$ cat src/rtl/servo_sweep_controller.sv
// Servo sweep sequencer: steps a triangular position pattern, settles, triggers one
// sensor measurement per position, and logs each result (or a timeout).
module servo_sweep_controller #(
    parameter int N_POS     = 14,
    parameter int W         = 3,
    parameter int T_SETTLE  = 4,
    parameter int T_TIMEOUT = 8
) (
    input  logic         clock,
    input  logic         reset,
    input  logic         ligar,
    input  logic         pronto,
    output logic [W-1:0] posicao,
    output logic         medir,
    output logic         registra,
    output logic         erro_timeout,
    output logic         fim_ciclo,
    output logic [3:0]   db_estado
);

    localparam int IW = (N_POS > 1)     ? $clog2(N_POS)     : 1;
    localparam int SW = (T_SETTLE > 1)  ? $clog2(T_SETTLE)  : 1;
    localparam int TW = (T_TIMEOUT > 1) ? $clog2(T_TIMEOUT) : 1;

    localparam logic [IW-1:0] IDX_LAST    = IW'(N_POS - 1);
    localparam logic [SW-1:0] SETTLE_LAST = SW'(T_SETTLE - 1);
    localparam logic [TW-1:0] TOUT_LAST   = TW'(T_TIMEOUT - 1);

    typedef enum logic [3:0] {
        S_IDLE      = 4'd0,
        S_POSICIONA = 4'd1,
        S_ESPERA    = 4'd2,
        S_MEDE      = 4'd3,
        S_AGUARDA   = 4'd4,
        S_REGISTRA  = 4'd5,
        S_PROXIMO   = 4'd6
    } state_t;

    state_t        state_reg, state_next;
    logic [IW-1:0] index_reg, index_next;
    logic [W-1:0]  posicao_reg, posicao_next;
    logic [SW-1:0] settle_cnt_reg, settle_cnt_next;
    logic [TW-1:0] tout_cnt_reg, tout_cnt_next;
    logic          tout_flag_reg, tout_flag_next;
    logic          medir_reg, medir_next;
    logic          registra_reg, registra_next;
    logic          erro_reg, erro_next;
    logic          fim_reg, fim_next;

    // Triangular position map: rises to N_POS/2, then mirrors back down.
    logic [W-1:0] pos_table [N_POS];

    generate
        for (genvar gi = 0; gi < N_POS; gi++) begin : g_pos_map
            localparam int P = (gi <= N_POS / 2) ? gi : N_POS - gi;
            assign pos_table[gi] = W'(P);
        end
    endgenerate

    always_comb begin
        state_next      = state_reg;
        index_next      = index_reg;
        posicao_next    = posicao_reg;
        settle_cnt_next = settle_cnt_reg;
        tout_cnt_next   = tout_cnt_reg;
        tout_flag_next  = tout_flag_reg;

        case (state_reg)
            S_IDLE: begin
                if (ligar) begin
                    state_next = S_POSICIONA;
                end
            end
            S_POSICIONA: begin
                posicao_next    = pos_table[index_reg];
                settle_cnt_next = '0;
                state_next      = S_ESPERA;
            end
            S_ESPERA: begin
                settle_cnt_next = settle_cnt_reg + SW'(1);
                if (settle_cnt_reg == SETTLE_LAST) begin
                    state_next = S_MEDE;
                end
            end
            S_MEDE: begin
                tout_cnt_next = '0;
                state_next    = S_AGUARDA;
            end
            S_AGUARDA: begin
                tout_cnt_next = tout_cnt_reg + TW'(1);
                // A result arriving on the terminal-count cycle still counts as on time.
                if (pronto) begin
                    tout_flag_next = 1'b0;
                    state_next     = S_REGISTRA;
                end else if (tout_cnt_reg == TOUT_LAST) begin
                    tout_flag_next = 1'b1;
                    state_next     = S_REGISTRA;
                end
            end
            S_REGISTRA: begin
                state_next = S_PROXIMO;
            end
            S_PROXIMO: begin
                index_next = (index_reg == IDX_LAST) ? '0 : index_reg + IW'(1);
                state_next = ligar ? S_POSICIONA : S_IDLE;
            end
            default: begin
                state_next = S_IDLE;
            end
        endcase
    end

    // Pulses are decoded from the next state so they line up with the state they belong to.
    always_comb begin
        medir_next    = (state_next == S_MEDE);
        registra_next = (state_next == S_REGISTRA);
        erro_next     = (state_next == S_REGISTRA) && tout_flag_next;
        fim_next      = (state_next == S_PROXIMO) && (index_reg == IDX_LAST);
    end

    always_ff @(posedge clock) begin
        if (reset) begin
            state_reg      <= S_IDLE;
            index_reg      <= '0;
            posicao_reg    <= '0;
            settle_cnt_reg <= '0;
            tout_cnt_reg   <= '0;
            tout_flag_reg  <= 1'b0;
            medir_reg      <= 1'b0;
            registra_reg   <= 1'b0;
            erro_reg       <= 1'b0;
            fim_reg        <= 1'b0;
        end else begin
            state_reg      <= state_next;
            index_reg      <= index_next;
            posicao_reg    <= posicao_next;
            settle_cnt_reg <= settle_cnt_next;
            tout_cnt_reg   <= tout_cnt_next;
            tout_flag_reg  <= tout_flag_next;
            medir_reg      <= medir_next;
            registra_reg   <= registra_next;
            erro_reg       <= erro_next;
            fim_reg        <= fim_next;
        end
    end

    assign posicao      = posicao_reg;
    assign medir        = medir_reg;
    assign registra     = registra_reg;
    assign erro_timeout = erro_reg;
    assign fim_ciclo    = fim_reg;
    assign db_estado    = state_reg;

endmodule

$ cat config.mk
export PLATFORM = sky130hd
export DESIGN_NAME = servo_sweep_controller
export DESIGN_NICKNAME = d
export VERILOG_FILES = /design/src/rtl/servo_sweep_controller.sv
export SDC_FILE = /design/constraint.sdc
export NUM_CORES = 1
export LEC_CHECK = 0
export ABC_AREA = 1
export CORE_ASPECT_RATIO = 1.1
export CORE_MARGIN = 8
export CORE_UTILIZATION = 35
export DETAILED_ROUTE_END_ITERATION = 10
export HOLD_SLACK_MARGIN = 0.12
export PLACE_DENSITY_LB_ADDON = 0.3
export SLEW_MARGIN = 10
export SYNTH_ARGS = -nofsm -noshare
export SYNTH_HDL_FRONTEND = slang
export SYNTH_SLANG_ARGS = --single-unit
$ cat constraint.sdc
create_clock -name clock -period 3.2 [get_ports clock]
set_input_delay 0.64 -clock clock [delete_from_list [all_inputs] [get_ports clock]]
set_output_delay 0.64 -clock clock [all_outputs]
set_load 0.03 [all_outputs]
---- After elaboration in Yosys (flattened, before gate mapping) ----
Memories as Yosys holds them, arrays and structs flattened. A register that Yosys moved wholly into a read port is not among the register bits.
Cells that the tools add are included.
storage, ports and cells
  memories kept ........................... 1
  register bits ........................... 18
  memory bits (read-only) ................. 48
  output and inout port bits .............. 11
  bits of input ports ..................... 4
  word-level logic and storage cells ...... 43
memories
  memory            depth  bits a word  read ports  clocked after memory_dff  wr ports  line  RTL
  (name not given)  16     3            1           1                         0         75    posicao_next = pos_table[index_reg];
cells by class
  add/sub/neg operators ................... 3
  bitwise operators ....................... 1
  reduce and logical (&&, ||, !) cells .... 5
  multiplexer cells ....................... 12
  equal/unequal tests ..................... 12
operators with widths
  cell                                                 count
  one-hot mux 4 bit (7 select lines)                   1
  equality test 4 x 3 -> 1 bit, second input constant  5
  two-way mux 4 bit                                    5
  equality test 4 x 2 -> 1 bit, second input constant  3
  one-hot mux 3 bit (2 select lines)                   1
  inverter 4 -> 5 bit                                  1
  adder 4 x 1 -> 4 bit, second input constant          1
  equality test 4 x 1 -> 1 bit, second input constant  1
  equality test 4 bit, second input constant           1
  logical NOT 4 bit                                    1
  two-way mux 1 bit                                    4
  one-hot mux 2 bit (2 select lines)                   1
  nonzero test 2 bit                                   2
  adder 3 x 1 -> 3 bit, second input constant          1
  equality test 3 bit, second input constant           1
  adder 2 x 1 -> 2 bit, second input constant          1
  equality test 2 bit, second input constant           1
  logical AND 1 bit                                    2

---- Longest topological paths before layout ----
Gate-level depths: netlist of the first run.
  depth in word-level cells ............... 6
  gate-level depth with buffers ........... 8
  mapped depth without buffers ............ 8

---- Least setup slack after synthesis of the first run ----
OpenSTA, ideal clock, no wires.
  path type ............................... in2reg
  start ................................... in reset
  end ..................................... reg index_reg[0]
  cell stages on the path ................. 4
  path buffers ............................ 1
  arrival time ............................ 1.201 ns
  required time ........................... 3.081 ns
  setup slack ............................. 1.880 ns
  setup time .............................. 0.119 ns
  path through ............................ clkbuf_1 > inv_1 > o21ai_2 > nor2_1
RTL lines
  what                    line  RTL
  start: declaration      10    input logic reset,
  end signal: assignment  135   index_reg <= index_next;
  end: declaration        40    logic [IW-1:0] index_reg, index_next;

---- Final worst setup path of the first run ----
  start ................................... reg state_reg[0] (netlist: db_estado[0])
  end ..................................... out db_estado[0]
RTL lines
  what                      line  RTL
  start: declaration        39    state_t state_reg, state_next;
  start signal: assignment  134   state_reg <= state_next;
  end: declaration          18    output logic [3:0] db_estado
No word-level cell between the ends.

==> impl_metrics.env, run 1 <==
export IMPL_clock_sinks=21
export IMPL_seq_area_frac_synth_pct=41.4
export IMPL_diodes=0
export IMPL_num_rows=20
export IMPL_synth_area_um2=1020
export IMPL_die_area_um2=4880
export IMPL_via_count=863
export IMPL_whs_path_depth=2
export IMPL_critPathKind="reg2out"
export IMPL_hp_start="posicao[0]$_SDFFE_PP0P_"
export IMPL_crit_slowest_cell="clkdlybuf4s50_1"
export IMPL_grt_pass1_vias=817
export IMPL_dieHeight_um=72.5
export IMPL_h_tree_depth=1
export IMPL_grt_pass1_wl_um=3430
export IMPL_ys_seq_elements=21
export IMPL_io_pins=15
export IMPL_worstPathCellList="clkdlybuf4s50_1"
export IMPL_vias_per_cell=4.57
export IMPL_dpl_cell_count=185
export IMPL_critPathMaxStageDelay_ns=0.73
export IMPL_postCtsSetupBuffers=0
export IMPL_drt_iter0_markers=33
export IMPL_finish_utilization_pct=44.0
export IMPL_async_flop_share_pct=0
export IMPL_detail_route_wirelength_um=1990
export IMPL_dpl_hpwl_um=1600
export IMPL_rsz0062_at_grt="false"
export IMPL_coreArea_um2=2780
export IMPL_finalClockSkew_ns=0.00644
export IMPL_numCtsBuffers=3
export IMPL_cts_resized=0
export IMPL_period_share_pct=66.9
export IMPL_synthTopCellsByArea="dfxtp_1 41%, nand2_1 11%, ha_1 8.6%, nand3_1 6.9%, nor2_1 6.7%"
export IMPL_cts_root_buffer="clkbuf_4"
export IMPL_netlist_area_leader_share_pct=41.4
export IMPL_cp_data_required_time_ns=2.56
export IMPL_p_leak_uw=0.000557
export IMPL_power_density_nw_per_um2=347
export IMPL_cp_depth=1
export IMPL_timing_rr_end="posicao[1]$_SDFFE_PP0P_"
export IMPL_layout_nets=168
export IMPL_post_synth_cell_area_avg_um2=7.31
export IMPL_ys_types=23
export IMPL_drive_above_1_share_pct=12.8
export IMPL_layout_setup_ws_ns=1.06
export IMPL_reg2reg_depth=6
export IMPL_synth_edf_count=0
export IMPL_route_detailed_drc=0
export IMPL_critPathBufInv=1
export IMPL_fin_cells=189
export IMPL_cp_start_kind="register"
export IMPL_report_final_slew_viol_count=0
export IMPL_initial_core_util_pct=36.6
export IMPL_synth_most_common_cell="nand2_1"
export IMPL_wl_per_cell_um=10.6
export IMPL_gp_congestion=0.862
export IMPL_post_place_ws_ns=1.29
export IMPL_status="complete, no violations"
export IMPL_synthFlopType="dfxtp_1"
export IMPL_fmax_ghz=0.467
export IMPL_cp_arrival_ns=1.50
export IMPL_end_kind="primary output"
export IMPL_setup_viol=0
export IMPL_yosysWarnings=0
export IMPL_fin_setup_tns_ns=0
export IMPL_crit_family="buffers and inverters"
export IMPL_synthCells=139
export IMPL_cts_tree="built"
export IMPL_syn_nets=150
export IMPL_ir_worst_vdd_uv=183
export IMPL_min_period_ns=2.14
export IMPL_worst_path_max_fanout=5
export IMPL_chipWidth_um=67.4
export IMPL_clk_latency_ns=0.29
export IMPL_hold_slack_ns=0.498
export IMPL_io_buffers=14
export IMPL_synth_top_area_cell="dfxtp_1"
export IMPL_clk_pin_slew_ns=0.10
export IMPL_cts_buffer_depth=2
export IMPL_postCtsHoldBufs=0
export IMPL_min_to="posicao[0]$_SDFFE_PP0P_"
export IMPL_drt_first_pass_iters=4
export IMPL_report_final_hold_viol_count=0
export IMPL_grt_max_degree=13
export IMPL_synth_commonest_cells="31 x nand2_1, 21 x dfxtp_1, 18 x nor2_1"
export IMPL_grt_ovfl_total=0
export IMPL_drtAntennaViolNets=0
export IMPL_antenna_found_initial=0
export IMPL_reg2reg_from="index_reg[0]$_SDFFE_PP0N_"
export IMPL_areaGrowthSynthToFinish_pct=20.2
export IMPL_track_usage_pct=8.99
export IMPL_hp_class="reg2reg"
export IMPL_regToRegSetupSlack_ns=1.87
export IMPL_drv_cap=0
## worst min-delay path, stage by stage (launching register included)
cell	delay, ns
dfxtp_1	0.32
nor2_1	0.09
nor2_1	0.05
## layout make-up
class	count	area (um^2)
Clock inverter	1	5.00
Clock buffer	3	22.5
Fill cell	280	1560
Inverter	18	68.8
Sequential cell	21	420
Timing Repair Buffer	14	140
Tap cell	33	41.3
Multi-Input combinational cell	99	523
## layer usage
layer  vias up  wire (um)  global-route usage, %
li1        470          -                      -
met1       375        906                   9.77
met2        16        933                   15.4
met3         2        139                   3.08
met4         0         14                   3.49
met5         -          0                      0
## kinds of logic (layout without fill, tap and decap cells)
| logic type | after synthesis | after routing | share of synthesized area, % |
|---|---|---|---|
| other | 1 | 1 | 0.369 |
| XOR/XNOR | 1 | 1 | 0.862 |
| buffers and inverters | 19 | 36 | 7.14 |
| flip-flops | 21 | 21 | 41.4 |
| adder cells (fa/ha/maj) | 7 | 7 | 8.62 |
| AO/OA/AOI/OAI | 15 | 15 | 8.25 |
| AND/OR/NAND/NOR | 75 | 75 | 33.4 |
## stage by stage
step	power (uW)	cell area [um^2]
finish	424	1220
global route	442	1220
CTS	431	1220
detailed placement	311	1190
global placement	310	1190
floorplan	296	1020
## cells in the final DEF (no fill, tap or decap)
cell type	Yosys	final
clkdlybuf4s50_1	0	14
o21bai_1	1	1
nand2_1	31	31
inv_2	4	4
nand3_1	14	14
nand3b_1	1	1
o21ai_2	1	1
nand2_2	3	3
clkinv_2	1	2
inv_1	13	13
o21ai_0	5	5
o21ai_1	1	1
a21oi_1	6	6
nor2_1	18	18
nor3_1	1	1
nor2_4	2	2
xor2_1	1	1
dfxtp_1	21	21
ha_1	7	7
conb_1	1	1
or2_2	1	1
nor2_2	4	4
clkbuf_4	0	3
a21boi_1	1	1
## worst max-delay path by stage
stage | start | end | slack (ns)
after floorplan | reset | index_reg[0]$_SDFFE_PP0N_ | 1.88
after global placement | reset | posicao[0]$_SDFFE_PP0P_ | 1.36
after detailed placement | reset | index_reg[3]$_SDFFE_PP0N_ | 1.29
after CTS | db_estado[0]$_SDFF_PP0_ | db_estado[0] | 1.04
after global routing | db_estado[0]$_SDFF_PP0_ | db_estado[0] | 1.0
final | db_estado[0]$_SDFF_PP0_ | db_estado[0] | 1.06
## report_power, final
part	switching (uW)	leakage, uW	internal (uW)
combinational	21.9	0.000369	13.8
clock	73.4	0.0000177	46.5
sequential	3.92	0.000170	265
total	99.3	0.000557	325
Note: power is estimated with default switching activity, not from simulation.
==> run 2, diff against run 1 <==
clock period = 2.18 ns   (was 3.2 ns; I/O delays follow)
==> impl_metrics.env, run 2 (synthesized netlist as in run 1, its figures left out) <==
export IMPL_hp_class="reg2reg"
export IMPL_cts_tree="built"
export IMPL_gp_congestion=0.839
export IMPL_end_kind="primary output"
export IMPL_fillers=281
export IMPL_report_final_hold_viol_count=0
export IMPL_report_final_slew_viol_count=0
export IMPL_layout_setup_ws_ns=0.249
export IMPL_dpl_hpwl_um=1590
export IMPL_timing_rr_end="index_reg[1]$_SDFFE_PP0N_"
export IMPL_post_place_ws_ns=0.591
export IMPL_postCtsHoldBufs=0
export IMPL_regArea_um2=420
export IMPL_whs_path_depth=2
export IMPL_via_count=888
export IMPL_p_leak_uw=0.000559
export IMPL_reg2reg_from="index_reg[0]$_SDFFE_PP0N_"
export IMPL_final_common_cell="nand2_1"
export IMPL_multi_input_area_um2=523
export IMPL_h_tree_depth=1
export IMPL_layout_common_cells="31 x nand2_1, 21 x dfxtp_1, 18 x nor2_1"
export IMPL_min_period_ns=1.93
export IMPL_hp_start="tout_cnt_reg[2]$_SDFFE_PP0P_"
export IMPL_io_buffers=14
export IMPL_fmax_ghz=0.518
export IMPL_num_rows=20
export IMPL_drtAntennaViolNets=0
export IMPL_dpl_cell_count=186
export IMPL_cp_arrival_ns=1.49
export IMPL_clk_pin_slew_ns=0.12
export IMPL_reg2reg_depth=5
export IMPL_status="complete, no violations"
export IMPL_fin_cells=190
export IMPL_layout_nets=169
export IMPL_cts_resized=0
export IMPL_critPathKind="reg2out"
export IMPL_crit_family="buffers and inverters"
export IMPL_initial_core_util_pct=36.6
export IMPL_worstPathCellList="clkdlybuf4s50_1"
export IMPL_critPathMaxStageDelay_ns=0.72
export IMPL_clk_latency_ns=0.30
export IMPL_die_area_um2=4880
export IMPL_areaGrowthSynthToFinish_pct=20.8
export IMPL_power_density_nw_per_um2=520
export IMPL_grt_pass1_wl_um=3450
export IMPL_drt_first_pass_iters=2
export IMPL_io_pins=15
export IMPL_chipWidth_um=67.4
export IMPL_route_detailed_drc=0
export IMPL_track_usage_pct=8.87
export IMPL_regToRegSetupSlack_ns=0.88
export IMPL_drv_cap=0
export IMPL_finalClockSkew_ns=0.00724
export IMPL_worst_path_max_fanout=5
export IMPL_critPathBufInv=1
export IMPL_vias_per_cell=4.67
export IMPL_clock_sinks=21
export IMPL_numCtsBuffers=3
export IMPL_rsz0062_at_grt="false"
export IMPL_setup_viol=0
export IMPL_ir_worst_vdd_uv=260
export IMPL_coreArea_um2=2780
export IMPL_crit_slowest_cell="clkdlybuf4s50_1"
export IMPL_cp_start_kind="register"
export IMPL_grt_pass1_vias=845
export IMPL_cts_root_buffer="clkbuf_4"
export IMPL_antenna_found_initial=0
export IMPL_postCtsSetupBuffers=0
export IMPL_period_share_pct=88.6
export IMPL_cts_buffer_depth=2
export IMPL_grt_ovfl_total=0
export IMPL_cp_data_required_time_ns=1.74
export IMPL_hold_slack_ns=0.493
export IMPL_min_to="tout_cnt_reg[2]$_SDFFE_PP0P_"
export IMPL_dieHeight_um=72.5
export IMPL_wl_per_cell_um=10.5
export IMPL_drive_above_1_share_pct=12.7
export IMPL_diodes=0
export IMPL_drt_iter0_markers=35
export IMPL_grt_max_degree=12
export IMPL_detail_route_wirelength_um=2000
export IMPL_fin_setup_tns_ns=0
run 2: cell types whose count changed in the layout (fill, tap and decap cells not counted), sizes merged:
cell / change
clkbuf: +1
buf: +1
clkinv: -1
run 2: cell type report:
type / count / share of cell area [%]
multi-input cells: 99 / 42.6
flip-flops and latches: 21 / 34.3
repair buffers: 15 / 12.0
inverters: 18 / 5.61
well taps: 33 / 3.36
clock buffers: 4 / 2.14
run 2: per-stage QoR:
| step | utilization (%) | instance area, um^2 | power, uW |
|---|---|---|---|
| floorplan | - | 1020 | 435 |
| global placement | 43.2 | 1200 | 457 |
| detailed placement | 43.2 | 1200 | 457 |
| CTS | 44.2 | 1230 | 640 |
| global route | 44.2 | 1230 | 663 |
| finish | 44.2 | 1230 | 639 |
run 2: layer usage:
layer	track usage [%]	wire, um
met5	0	0
met4	3.95	27
met3	2.62	127
met2	15.3	922
met1	9.61	919
run 2: how the worst max path moves through the flow:
stage | depth (start not counted) | slack [ns] | start | to
after floorplan | 7 | 0.93 | db_estado[0]$_SDFF_PP0_ | posicao[1]$_SDFFE_PP0P_
after global placement | 1 | 0.62 | db_estado[0]$_SDFF_PP0_ | db_estado[0]
final | 1 | 0.25 | db_estado[0]$_SDFF_PP0_ | db_estado[0]
after detailed placement | 1 | 0.59 | db_estado[0]$_SDFF_PP0_ | db_estado[0]
after global routing | 1 | 0.17 | db_estado[0]$_SDFF_PP0_ | db_estado[0]
after CTS | 1 | 0.24 | db_estado[0]$_SDFF_PP0_ | db_estado[0]
run 2: power by group:
part | switching [uW] | internal [uW] | total, uW
Sequential | 5.63 | 389 | 394
Combinational | 32.8 | 21.4 | 54.2
Clock | 119 | 71.2 | 190
